==> config.mk <==
export PLATFORM = sky130hd
export DESIGN_NAME = instr_fetch_unit
export DESIGN_NICKNAME = d
export VERILOG_FILES = /design/src/rtl/instr_fetch_unit.sv
export SDC_FILE = /design/constraint.sdc
export NUM_CORES = 1
export LEC_CHECK = 0
export ABC_AREA = 1
export BUFFER_PORTS_ARGS = -buffer_cell sky130_fd_sc_hd__buf_2
export CORE_MARGIN = 2
export CORE_UTILIZATION = 52
export DETAILED_ROUTE_END_ITERATION = 8
export PLACE_DENSITY_LB_ADDON = 0.2
export SKIP_LAST_GASP = 1
export SLEW_MARGIN = 5
export SYNTH_ARGS = -nofsm -noshare
export SYNTH_HDL_FRONTEND = slang
export SYNTH_SLANG_ARGS = --single-unit
==> constraint.sdc <==
create_clock -name Clk -period 3.3 [get_ports Clk]
set_input_delay 0.495 -clock Clk [delete_from_list [all_inputs] [get_ports Clk]]
set_output_delay 0.495 -clock Clk [all_outputs]
set_load 0.01 [all_outputs]
==> src/rtl/instr_fetch_unit.sv <==
// ---------------------------------------------------------------------------
// instr_fetch_unit
//
// Instruction fetch stage sitting directly upstream of the control unit.
// It owns the program counter, issues a read to the instruction ROM
// whenever the control unit asks for one, waits out the ROM's fixed read
// latency, and captures the returned word into REG_IR for decoding.
// The PC is sequenced by control-unit strobes and is fully independent of
// fetch timing.
//
// Parameters
//   PC_WIDTH     width of the PC and the ROM address
//   IR_WIDTH     width of the instruction word / REG_IR
//   ROM_LATENCY  edges from the ROM sampling romEn/romAddr until romData
//                is valid (legal range 1..7)
//
// Ports
//   Clk        in   system clock, rising edge active
//   nReset     in   asynchronous active-low reset
//   iROMREAD   in   fetch request, level-sampled every edge
//   pcINC      in   PC <- PC + 1
//   pcRST      in   PC <- 0 (highest priority)
//   pcLOAD     in   PC <- pcLoadVal (beats pcINC)
//   pcLoadVal  in   jump target from the data bus
//   romAddr    out  registered ROM address, held until the next fetch
//   romEn      out  registered ROM read enable, one-cycle pulse per fetch
//   romData    in   ROM read data
//   REG_IR     out  instruction register
//   irValid    out  one-cycle pulse when REG_IR is updated
//   busy       out  high while a fetch is outstanding
//   missedReq  out  one-cycle pulse when a request arrives while busy
//   PC         out  current program counter
// ---------------------------------------------------------------------------
module instr_fetch_unit #(
  parameter int PC_WIDTH    = 8,
  parameter int IR_WIDTH    = 8,
  parameter int ROM_LATENCY = 1
) (
  input  logic                Clk,
  input  logic                nReset,
  input  logic                iROMREAD,
  input  logic                pcINC,
  input  logic                pcRST,
  input  logic                pcLOAD,
  input  logic [PC_WIDTH-1:0] pcLoadVal,
  output logic [PC_WIDTH-1:0] romAddr,
  output logic                romEn,
  input  logic [IR_WIDTH-1:0] romData,
  output logic [IR_WIDTH-1:0] REG_IR,
  output logic                irValid,
  output logic                busy,
  output logic                missedReq,
  output logic [PC_WIDTH-1:0] PC
);

  // A 3-bit wait counter covers the whole 1..7 latency range.
  localparam int            CW       = 3;
  localparam logic [CW-1:0] LAT_INIT = CW'(ROM_LATENCY);
  localparam logic [CW-1:0] CNT_ONE  = CW'(1);

  typedef enum logic {
    IDLE,
    WAIT
  } state_t;

  state_t        state;
  logic [CW-1:0] waitCnt;

  // Fetch sequencer. The counter is loaded with ROM_LATENCY on the accept
  // edge and counted down in WAIT; the capture happens on the edge where
  // it already reads zero, which yields ROM_LATENCY+1 edges from request
  // to capture. The extra edge is the one the ROM spends sampling romEn.
  // Requests seen in WAIT, including on the capture edge, are dropped and
  // flagged so the control unit knows to retry.
  always_ff @(posedge Clk or negedge nReset) begin
    if (!nReset) begin
      state     <= IDLE;
      romAddr   <= '0;
      romEn     <= 1'b0;
      REG_IR    <= '0;
      irValid   <= 1'b0;
      busy      <= 1'b0;
      missedReq <= 1'b0;
      waitCnt   <= '0;
    end else begin
      romEn     <= 1'b0;
      irValid   <= 1'b0;
      missedReq <= 1'b0;
      case (state)
        IDLE: begin
          if (iROMREAD) begin
            // The pre-update PC is latched even if a PC strobe
            // fires on this same edge.
            romAddr <= PC;
            romEn   <= 1'b1;
            busy    <= 1'b1;
            waitCnt <= LAT_INIT;
            state   <= WAIT;
          end
        end
        WAIT: begin
          missedReq <= iROMREAD;
          if (waitCnt == '0) begin
            REG_IR  <= romData;
            irValid <= 1'b1;
            busy    <= 1'b0;
            state   <= IDLE;
          end else begin
            waitCnt <= waitCnt - CNT_ONE;
          end
        end
        default: state <= IDLE;
      endcase
    end
  end

  // Program counter. Runs every edge in parallel with the fetch sequencer
  // so jumps and increments never wait on the ROM. Wraps silently.
  always_ff @(posedge Clk or negedge nReset) begin
    if (!nReset) begin
      PC <= '0;
    end else if (pcRST) begin
      PC <= '0;
    end else if (pcLOAD) begin
      PC <= pcLoadVal;
    end else if (pcINC) begin
      PC <= PC + PC_WIDTH'(1);
    end
  end

endmodule

==> Flow_metrics.wiki, run 1 <==
{| class="wikitable"
! Metric !! Value
|-
| Status || finished clean
|-
| Count of different cell masters after synthesis || 21
|-
| Pre-antenna DRT Iters || 4
|-
| Setup Total Neg Slack || 0 ns
|-
| Worst Max-Slew Pin Slew || around 0.67 ns
|-
| Crit path kind || register to output port
|-
| Worst rel slew slack || between 50 and 60%
|-
| Post-cts gate resize count || 0
|-
| Number of synthesized register bits || 32
|-
| Top cell family by delay on the critical path || flip-flops
|-
| Maximum clock skew at final layout || 0.0138 ns
|-
| Switching share of power || roughly 34%
|-
| Final count of negative-setup-slack endpoints || 0
|-
| Routed via count divided by cell count || ~5
|-
| Pwr/cell area || between 700 and 800 mW/mm²
|-
| Maximum clock path buffer count || 2
|-
| Wire length of the first global-routing pass || between 4000 and 5000 µm
|-
| Post-CTS Repair Setup Buffers || 0
|-
| TritonCTS clock tree || done
|-
| Fmax || 675 MHz
|-
| Nets@finish || roughly 250
|-
| IO Count || 50
|-
| Commonest non-fill, non-tap cell in the layout || sky130_fd_sc_hd__nand2_1
|-
| # DRC || 0
|-
| Post-detailed-route wirelength per cell || 10.8 µm
|-
| Clock network fraction of total power || between 20% and 30%
|-
| Share of the cycle needed by the critical path after routing || between 40 and 50%
|-
| Sort of element at the start of the critical path || register
|-
| Full die area || 0.00321 mm²
|-
| Commonest non-fill, non-tap cells in the layout || 60 x sky130_fd_sc_hd__nand2_1, 49 x sky130_fd_sc_hd__buf_2, 32 x sky130_fd_sc_hd__dfrtp_1
|-
| Net switching power || between 0.0004 and 0.0005 W
|-
| Warning count from the yosys run || 0
|-
| Synth top area cells || sky130_fd_sc_hd__dfrtp_1 55%, sky130_fd_sc_hd__nand2_1 16%, sky130_fd_sc_hd__o21ai_0 4.9%
|-
| Final hold violation count || 0
|-
| Overflow left after global routing || 0
|-
| Number of cells on the worst reg-to-reg path || 8
|-
| Vias in the first global route || approximately 1100
|-
| Post-synthesis average cell area || 8.49 µm²
|-
| Initial antenna violation count || 0
|-
| Sequential cell fraction of total power || a little over two fifths
|-
| Worst voltage drop across the vdd grid || roughly 650 µV
|-
| Final HPWL DP || around 2100 µm
|-
| Clock H-tree levels || 2
|-
| Proportion of netlist area held by the largest area contributor || 55.5%
|-
| Number of buffers inserted by port buffering || 49
|-
| Number of hold-repair buffers added at the cts stage || 0
|-
| Post-synth design cell area || approximately 0.0014 mm²
|-
| Count of antenna diodes in the layout || 0
|-
| Area Growth Syn to Fin || 25.0%
|-
| Total routing usage reported by global routing || between 15 and 20%
|-
| Die boundary height || 56.7 µm
|-
| Crit path arrival time || 0.99 ns
|-
| Cell chosen for the clock root || sky130_fd_sc_hd__clkbuf_4
|-
| Crit Reg-Reg Startpoint || PC[1]
|-
| Synthesized netlist net count || about 200
|-
| Clock latency reported for the late side of the worst-skew pair || between 0.3 and 0.4 ns
|-
| Clock slew at reported path FFs || roughly 0.10 ns
|-
| Die X || approximately 57 µm
|-
| Fraction of layout cells with a size suffix above 1 || between 20% and 30%
|-
| Sequential share of the synthesized area || roughly 55%
|-
| Total of max-cap violations || 0
|-
| Reg2reg end || PC[6]
|-
| Final ANT Viol Nets || 0
|-
| Worst hold path type || input pin to async pin
|-
| Drt initial violations || between 50 and 60
|-
| Final weighted congestion of routability-driven global placement || ~0.83
|-
| Time the worst path needs with I/O delays and setup || 1.48 ns
|-
| Final wirelength || 2770 µm
|-
| Master of the slowest instance on the critical path || sky130_fd_sc_hd__dfrtp_1
|-
| Reported leakage power || slightly above 1 nW
|-
| Clock buffer count from CTS || 5
|-
| Cell Rows || 19
|-
| Vias || about 1300
|-
| R2r setup slk || ~2.0 ns
|-
| Post-Layout Cell Count || around 260
|-
| Maximum number of pins on one net before global-route repair || 33
|-
| Worst path buffer plus inverter count || 1
|-
| Dominant cell type by area after synthesis || sky130_fd_sc_hd__dfrtp_1
|-
| Endpoint class of the critical path || output port
|-
| Highest net fanout along the worst path || 7
|-
| TritonCTS Sinks || 32
|-
| RSZ-0062 raised after global routing || false
|-
| Gate count of the mapped netlist || 170
|-
| Required time of the critical path || around 2.8 ns
|-
| Internal power of the cells || 0.000920 W
|-
| Area of the core region || ~0.0027 mm²
|-
| Cell breakdown of the critical path || buf_2
|-
| Combinational Power Share || 33.6%
|-
| Final slew viol count || 0
|-
| Initial standard-cell utilization of the core || 53.7%
|-
| Maximum cell stage delay along the critical path || about 0.48 ns
|-
| Number of cells after detailed placement || 248
|}
==> cells in the mapped netlist <==
library cell,number
sky130_fd_sc_hd__buf_4,1
sky130_fd_sc_hd__buf_6,1
sky130_fd_sc_hd__dfrtp_1,32
sky130_fd_sc_hd__ha_1,3
sky130_fd_sc_hd__inv_1,17
sky130_fd_sc_hd__inv_2,2
sky130_fd_sc_hd__mux2i_1,1
sky130_fd_sc_hd__nand2_1,60
sky130_fd_sc_hd__nand2_2,2
sky130_fd_sc_hd__nand3_1,9
sky130_fd_sc_hd__nand3_2,1
sky130_fd_sc_hd__nand4_1,1
sky130_fd_sc_hd__nor2_1,14
sky130_fd_sc_hd__nor2_2,1
sky130_fd_sc_hd__nor2_4,1
sky130_fd_sc_hd__o21ai_0,14
sky130_fd_sc_hd__o21ai_1,3
sky130_fd_sc_hd__o21ai_2,1
sky130_fd_sc_hd__o22ai_1,4
sky130_fd_sc_hd__xnor2_1,1
sky130_fd_sc_hd__xor2_1,1
==> per-layer routing <==
layer | GRT usage [%] | share of wire [%] | wire [µm] | vias up
met1 | 23.7 | 44 | 1210 | 564
met2 | 31.1 | 47 | 1300 | 49
met3 | 6.22 | 7.1 | 197 | 6
met5 | 0 | 0 | 0 | -
li1 | - | - | - | 644
met4 | 10.9 | 2.3 | 63 | 0
==> worst reg2reg max path, stage by stage, from the launching register on <==
cell	delay [ns]
sky130_fd_sc_hd__dfrtp_1	0.43
sky130_fd_sc_hd__ha_1	0.24
sky130_fd_sc_hd__nand2_1	0.10
sky130_fd_sc_hd__nor2_2	0.11
sky130_fd_sc_hd__nand2_1	0.05
sky130_fd_sc_hd__nand2_1	0.05
sky130_fd_sc_hd__nand3_1	0.06
sky130_fd_sc_hd__nand2_1	0.06
sky130_fd_sc_hd__nand2_1	0.05
==> flip-flops by register name, indices dropped and copies added (netlist names) <==
register	flops
PC	8
REG_IR	8
romAddr	8
waitCnt	3
busy	1
irValid	1
missedReq	1
romEn	1
state	1
==> worst max path at each step <==
stage,start,endpoint,slack (ns),depth (start not counted)
finish,PC[2],PC[2],1.82,1
global route,PC[2],PC[2],1.77,1
CTS,PC[2],PC[2],1.80,1
detailed placement,pcLOAD,PC[2],1.98,5
global placement,pcLOAD,PC[2],2.04,5
floorplan,PC[1],PC[6],2.10,8
==> area by class of cell <==
cell class / instances / area (µm²)
fill: 233 / 882
multi-input combinational: 117 / 553
sequential: 32 / 801
clock inverter: 1 / 30.0
timing repair buffer: 49 / 245
clock buffer: 7 / 65.1
tap: 31 / 38.8
inverter: 19 / 71.3
==> kinds of logic (layout without fill, tap and decap cells) <==
family | Yosys count | after routing | synth area share (%)
AND/OR/NAND/NOR | 89 | 89 | 25.6
adder cells (fa/ha/maj) | 3 | 3 | 2.60
flip-flops | 32 | 32 | 55.5
XOR/XNOR | 2 | 2 | 1.21
AO/OA/AOI/OAI | 22 | 22 | 8.23
buffers and inverters | 21 | 76 | 6.24
multiplexers | 1 | 1 | 0.693
==> metrics by stage <==
step                setup slack [ns]  util, %  total power (W)  hold WS, ns  cell area [µm²]
floorplan                       2.10        -         0.000905        0.199             1440
detailed placement              1.98     63.6          0.00109        0.459             1710
global placement                2.04     63.6          0.00107        0.456             1710
finish                          1.82     67.2          0.00140        0.187             1800
global route                    1.77     67.2          0.00152        0.229             1800
CTS                             1.80     67.2          0.00143        0.194             1800
==> power by group through the flow <==
stage / logic [W] / registers, W / clock network [W]
6_report: 0.000471 / 0.000602 / 0.000329
3_5_place_dp: 0.000481 / 0.000611 / 0
4_1_cts: 0.000482 / 0.000603 / 0.000342
3_3_place_gp: 0.000463 / 0.000607 / 0
5_1_grt: 0.000543 / 0.000621 / 0.000356
2_1_floorplan: 0.000241 / 0.000664 / 0
Note: power is estimated with default switching activity, not from simulation.
==> run 2, diff against run 1 <==
CORE_UTILIZATION = 44   (was 52)
clock period = 1.3 ns   (was 3.3 ns; I/O delays follow)
==> Flow_metrics.wiki, run 2 (synthesis results as in run 1) <==
{| class="wikitable"
! Metric !! Value
|-
| Count of antenna diodes in the layout || 0 (unchanged)
|-
| TritonCTS clock tree || done
|-
| Post-Layout Cell Count || 274 (+7.0%)
|-
| Time the worst path needs with I/O delays and setup || ~1.3 ns
|-
| Sequential cell fraction of total power || 43.7% (+0.7 points)
|-
| Maximum clock path buffer count || 2 (unchanged)
|-
| Die boundary height || 61.3 µm (+8.1%)
|-
| Initial standard-cell utilization of the core || 46.9% (-6.8 points)
|-
| Most congested layer reported by global routing || met2
|-
| Total of max-cap violations || 0 (unchanged)
|-
| Pre-antenna DRT Iters || 4 (unchanged)
|-
| Nets@finish || 254 (+2.0%)
|-
| Drt initial violations || 62 (+13%)
|-
| Final Core Density || 60.4% (-6.7 points)
|-
| Maximum number of pins on one net before global-route repair || 33 (unchanged)
|-
| Worst rel slew slack || 73.6% (+18 points)
|-
| Vias || 1270 (+0.55%)
|-
| Fmax || between 700 and 800 MHz
|-
| Required time of the critical path || 1.11 ns (-1.69 ns)
|-
| Maximum clock skew at final layout || 0.00999 ns (-0.00380 ns)
|-
| Area Growth Syn to Fin || 28.9%
|-
| Endpoint class of the critical path || output port
|-
| Worst hold path type || input pin to register
|-
| Top flop regs || PC x8, REG_IR x8, romAddr x8
|-
| Final HPWL DP || 2100 µm (+0.64%)
|-
| Initial antenna violation count || 0 (unchanged)
|-
| Cell Rows || 20 (+1)
|-
| Status || finished clean
|-
| Final ANT Viol Nets || 0 (unchanged)
|-
| Vias in the first global route || 1242 (+8.3%)
|-
| Wire length of the first global-routing pass || 5240 µm (+9.4%)
|-
| Post-detailed-route wirelength per cell || 10.5 µm (-3.3%)
|-
| Pwr/cell area || 1890 mW/mm² (+140%)
|-
| Commonest non-fill, non-tap cells in the layout || 60 x sky130_fd_sc_hd__nand2_1, 49 x sky130_fd_sc_hd__buf_2, 32 x sky130_fd_sc_hd__dfrtp_1
|-
| Sort of element at the start of the critical path || register
|-
| Net switching power || 0.00127 W (+160%)
|-
| Worst Max-Slew Pin Slew || 0.397 ns (-0.276 ns)
|-
| Routed via count divided by cell count || 4.64 (-6.1%)
|-
| Crit path arrival time || 1.06 ns (+0.07 ns)
|-
| Clock buffer count from CTS || 5 (unchanged)
|-
| Internal power of the cells || 0.00225 W (+140%)
|-
| IO Count || 50 (unchanged)
|-
| Cell chosen for the clock root || sky130_fd_sc_hd__clkbuf_4
|-
| Final count of negative-setup-slack endpoints || 0 (unchanged)
|-
| Area of the multi-input gates || 566 µm² (+2.3%)
|-
| Clock H-tree levels || 2 (unchanged)
|-
| Reported leakage power || 1.03 nW (+1.1%)
|-
| Clock network fraction of total power || 21.4% (-2.1 points)
|-
| Final slew viol count || 0 (unchanged)
|-
| Switching share of power || 36.0% (+1.6 points)
|-
| Area of the core region || 0.00308 mm² (+15%)
|-
| Crit path kind || register to output port
|-
| Final wirelength || 2870 µm (+3.5%)
|-
| Clock latency reported for the late side of the worst-skew pair || 0.34 ns (about the same)
|-
| Full die area || 0.00376 mm² (+17%)
|-
| Number of cells after detailed placement || 265 (+6.9%)
|-
| Routing usage on met2 || 30.4% (-0.67 points)
|-
| RSZ-0062 raised after global routing || true
|-
| Final weighted congestion of routability-driven global placement || 0.772 (-6.5%)
|-
| Register Area || 801 µm² (unchanged)
|-
| Met3 Use GR || 7.14% (+0.92 points)
|-
| TritonCTS Sinks || 32 (unchanged)
|-
| # DRC || 0 (unchanged)
|-
| Share of the cycle needed by the critical path after routing || a little over nine tenths
|-
| Highest net fanout along the worst path || 4 (-3)
|-
| Combinational Power Share || 35.0% (+1.4 points)
|-
| Number of fill cells in the layout || 303 (+30%)
|-
| Fraction of layout cells with a size suffix above 1 || 30.4% (+1.5 points)
|-
| Worst voltage drop across the vdd grid || 748 µV (+14%)
|-
| Overflow left after global routing || 0 (unchanged)
|-
| Die X || 61.3 µm (+8.1%)
|-
| Clock slew at reported path FFs || 0.10 ns (about the same)
|-
| Final hold violation count || 0 (unchanged)
|-
| Total routing usage reported by global routing || 19.3% (-0.36 points)
|-
| Met1 routing resource usage after global routing || 23.9% (+0.14 points)
|-
| Number of buffers inserted by port buffering || 49 (unchanged)
|-
| Post-CTS Repair Setup Buffers || 0 (unchanged)
|-
| Commonest non-fill, non-tap cell in the layout || sky130_fd_sc_hd__nand2_1
|}
run 2: final timing paths:
path / start / slack (ns) / cells after the start / to
min reg2reg: busy / 0.48 / 2 / busy
max in group asynchronous: nReset / 0.61 / 3 / romAddr[3]
min in group asynchronous: nReset / 0.40 / 3 / romAddr[4]
max: PC[1] / 0.05 / 2 / PC[1]
min: romData[6] / 0.04 / 3 / REG_IR[6]
max reg2reg: waitCnt[0] / 0.10 / 6 / REG_IR[4]
run 2: what timing repair did:
action	in CTS	in global routing
endpoints found under the setup margin	0	11
hold buffers	1	0
resized for setup	0	3
hold endpoints to repair	32	0
run 2: layout make-up:
class	count	area share (%)
sequential	32	43.0
multi-input combinational	117	30.4
timing repair buffer	54	15.3
inverter	19	3.97
tap	44	2.96
clock inverter	3	2.29
clock buffer	5	2.02
run 2: per-layer routing:
layer	up-vias	routed length (µm)
li1	657	-
met1	573	1310
met2	35	1330
met3	5	185
met4	0	53
met5	-	0
run 2: power groups by stage:
stage	registers (W)	clock network, W	logic (W)
floorplan	0.00169	0	0.000611
CTS	0.00154	0.000781	0.00124
global placement	0.00155	0	0.00121
global route	0.00159	0.000838	0.00145
finish	0.00154	0.000753	0.00123
detailed placement	0.00156	0	0.00124
run 2: metrics by stage:
stage	TNS, ns	power (W)	hold slack (ns)	instance area (µm²)	worst slack (ns)
6_report	0	0.00352	0.0416	1860	0.0469
2_1_floorplan	0	0.00230	-0.101	1440	0.103
4_1_cts	0	0.00356	0.0292	1850	0.0614
5_1_grt	-0.210	0.00387	0.0203	1860	-0.0391
3_3_place_gp	0	0.00276	0.233	1760	0.136
3_5_place_dp	0	0.00279	0.236	1760	0.0875
run 2: worst max-delay path, stage by stage (launching register included):
cell and delay, ns:
sky130_fd_sc_hd__dfrtp_1 0.43, sky130_fd_sc_hd__buf_4 0.16, sky130_fd_sc_hd__buf_2 0.13
==> run 3, diff against run 2 <==
CORE_UTILIZATION = 46   (was 44)
CTS_BUF_LIST = sky130_fd_sc_hd__clkbuf_8   (was not set)
==> Flow_metrics.wiki, run 3 (synthesis results as in run 1) <==
{| class="wikitable"
! Metric !! Value
|-
| Status || finished clean
|-
| Hold slack final || 0.103 ns (+0.0612 ns)
|-
| Total routing usage reported by global routing || 18.4% (-0.93 points)
|-
| Most frequent cell on the critical path || sky130_fd_sc_hd__buf_4
|-
| Maximum number of pins on one net before global-route repair || 33 (unchanged)
|-
| Endpoint class of the critical path || output port
|-
| Final ANT Viol Nets || 0 (unchanged)
|-
| Highest net fanout along the worst path || 4 (unchanged)
|-
| Maximum clock skew at final layout || 0.00277 ns (-0.00722 ns)
|-
| Pre-antenna DRT Iters || 4 (unchanged)
|-
| IO Count || 50 (unchanged)
|-
| Number of buffers inserted by port buffering || 49 (unchanged)
|-
| Overflow left after global routing || 0 (unchanged)
|-
| Pwr/cell area || 1930 mW/mm² (+2.1%)
|-
| Nets@finish || 255 (+0.39%)
|-
| Area Growth Syn to Fin || 30.2%
|-
| Fraction of layout cells with a size suffix above 1 || 31.2% (+0.73 points)
|-
| Count of antenna diodes in the layout || 0 (unchanged)
|-
| Cell chosen for the clock root || sky130_fd_sc_hd__clkbuf_8
|-
| Worst rel slew slack || 73.5% (-0.10 points)
|-
| Area of the core region || 0.00303 mm² (-1.6%)
|-
| Worst hold path type || input pin to register
|-
| Number of cells after detailed placement || 265 (unchanged)
|-
| Worst Max-Slew Pin Slew || 0.398 ns (+0.00152 ns)
|-
| Wire length of the first global-routing pass || 4860 µm (-7.4%)
|-
| Time the worst path needs with I/O delays and setup || 1.26 ns (+0.00828 ns)
|-
| Vias || 1279 (+0.71%)
|-
| Die X || 60.0 µm (-2.1%)
|-
| Routed via count divided by cell count || 4.65 (+0.34%)
|-
| Reported leakage power || 1.04 nW (+1.5%)
|-
| Top Layer Used || met4
|-
| Routed met3 length || 157 µm (-15%)
|-
| Clock H-tree levels || 2 (unchanged)
|-
| Cell Rows || 20 (unchanged)
|-
| Final slew viol count || 0 (unchanged)
|-
| Final HPWL DP || 2130 µm (+1.4%)
|-
| Final hold violation count || 0 (unchanged)
|-
| Crit path kind || register to output port
|-
| Die boundary height || 60.0 µm (-2.1%)
|-
| Total of max-cap violations || 0 (unchanged)
|-
| # DRC || 0 (unchanged)
|-
| Top flop regs || PC x8, REG_IR x8, romAddr x8
|-
| Worst path buffer plus inverter count || 3 (+1)
|-
| Required time of the critical path || 1.11 ns (about the same)
|-
| Sort of element at the start of the critical path || register
|-
| Drt initial violations || 46 (-26%)
|-
| Commonest non-fill, non-tap cell in the layout || sky130_fd_sc_hd__nand2_1
|-
| Clock slew at reported path FFs || 0.07 ns (-0.03 ns)
|-
| Maximum cell stage delay along the critical path || 0.39 ns (-0.04 ns)
|-
| Initial antenna violation count || 0 (unchanged)
|-
| Initial standard-cell utilization of the core || 47.7% (+0.78 points)
|-
| Final wirelength || 3000 µm (+4.5%)
|-
| TritonCTS Sinks || 32 (unchanged)
|-
| Fmax || 793 MHz (-0.66%)
|-
| Wl on met1 || 1350 µm (+3.1%)
|-
| Master of the slowest instance on the critical path || sky130_fd_sc_hd__dfrtp_1
|-
| Top cell family by delay on the critical path || flip-flops
|-
| Share of the cycle needed by the critical path after routing || 97.0% (+0.64 points)
|-
| Post-Layout Cell Count || 275 (+0.36%)
|-
| Worst voltage drop across the vdd grid || 797 µV (+6.6%)
|-
| Final weighted congestion of routability-driven global placement || 0.756 (-2.1%)
|-
| Cell breakdown of the critical path || buf_4, buf_4, buf_2
|-
| Crit path arrival time || 1.07 ns (about the same)
|-
| Full die area || 0.00360 mm² (-4.1%)
|-
| Final count of negative-setup-slack endpoints || 0 (unchanged)
|-
| Vias in the first global route || 1138 (-8.4%)
|-
| Clock latency reported for the late side of the worst-skew pair || 0.28 ns (-0.06 ns)
|-
| TritonCTS clock tree || done
|-
| Clock buffer count from CTS || 5 (unchanged)
|-
| Post-detailed-route wirelength per cell || 10.9 µm (+4.1%)
|-
| Commonest non-fill, non-tap cells in the layout || 59 x sky130_fd_sc_hd__nand2_1, 49 x sky130_fd_sc_hd__buf_2, 32 x sky130_fd_sc_hd__dfrtp_1
|-
| Maximum clock path buffer count || 2 (unchanged)
|-
| Routed wire length on met2 || 1480 µm (+11%)
|}
-- run 3: final timing paths --
check,startpoint,to,slack (ns),cells after the start
setup reg to reg,waitCnt[0],waitCnt[1],0.09,6
max in group asynchronous,nReset,PC[0],0.55,3
setup / recovery,PC[0],PC[0],0.04,3
hold / removal,romData[6],REG_IR[6],0.10,3
hold reg to reg,busy,busy,0.48,2
min in group asynchronous,nReset,romEn,0.46,3
-- run 3: worst register-to-register path, stage by stage, from the launching register on --
cell	delay (ns)
sky130_fd_sc_hd__dfrtp_1	0.40
sky130_fd_sc_hd__inv_1	0.08
sky130_fd_sc_hd__ha_1	0.22
sky130_fd_sc_hd__nand2_1	0.09
sky130_fd_sc_hd__nand2_2	0.10
sky130_fd_sc_hd__nand2_1	0.11
sky130_fd_sc_hd__o22ai_1	0.13
-- run 3: what timing repair did --
item / CTS / global route
gates resized for setup: 0 / 5
hold buffers: 1 / 0
endpoints found under the hold margin: 32 / 0
setup endpoints to repair: 0 / 10
setup buffers: 0 / 1
-- run 3: per-layer routing --
layer	global-route usage [%]	vias up
met2	31.5	39
met3	5.84	4
li1	-	660
met1	21.4	576
met5	0	-
met4	6.67	0
-- run 3: layout make-up --
type / count / area (µm²)
clock inverters: 2 / 10.0
fillers: 275 / 1150
inverters: 19 / 73.8
repair buffers: 55 / 293
well taps: 44 / 55.1
clock buffers: 6 / 82.6
multi-input cells: 117 / 566
flip-flops and latches: 32 / 801
-- run 3: report_power, final --
part / switching, W / internal (W)
Clock: 0.000361 / 0.000422
Combinational: 0.000770 / 0.000525
Sequential: 0.000202 / 0.00135
Total: 0.00133 / 0.00230
-- run 3: per-stage QoR --
| step | total power (W) | instance area (µm²) | TNS (ns) | setup WS, ns | utilization [%] |
|---|---|---|---|---|---|
| after floorplan | 0.00230 | 1440 | 0 | 0.103 | - |
| after global placement | 0.00276 | 1760 | 0 | 0.139 | 58.0 |
| after detailed placement | 0.00281 | 1760 | 0 | 0.0501 | 58.0 |
| after CTS | 0.00361 | 1860 | 0 | 0.0364 | 61.4 |
| after global routing | 0.00393 | 1880 | -0.0149 | -0.0149 | 62.1 |
| final | 0.00363 | 1880 | 0 | 0.0387 | 62.1 |
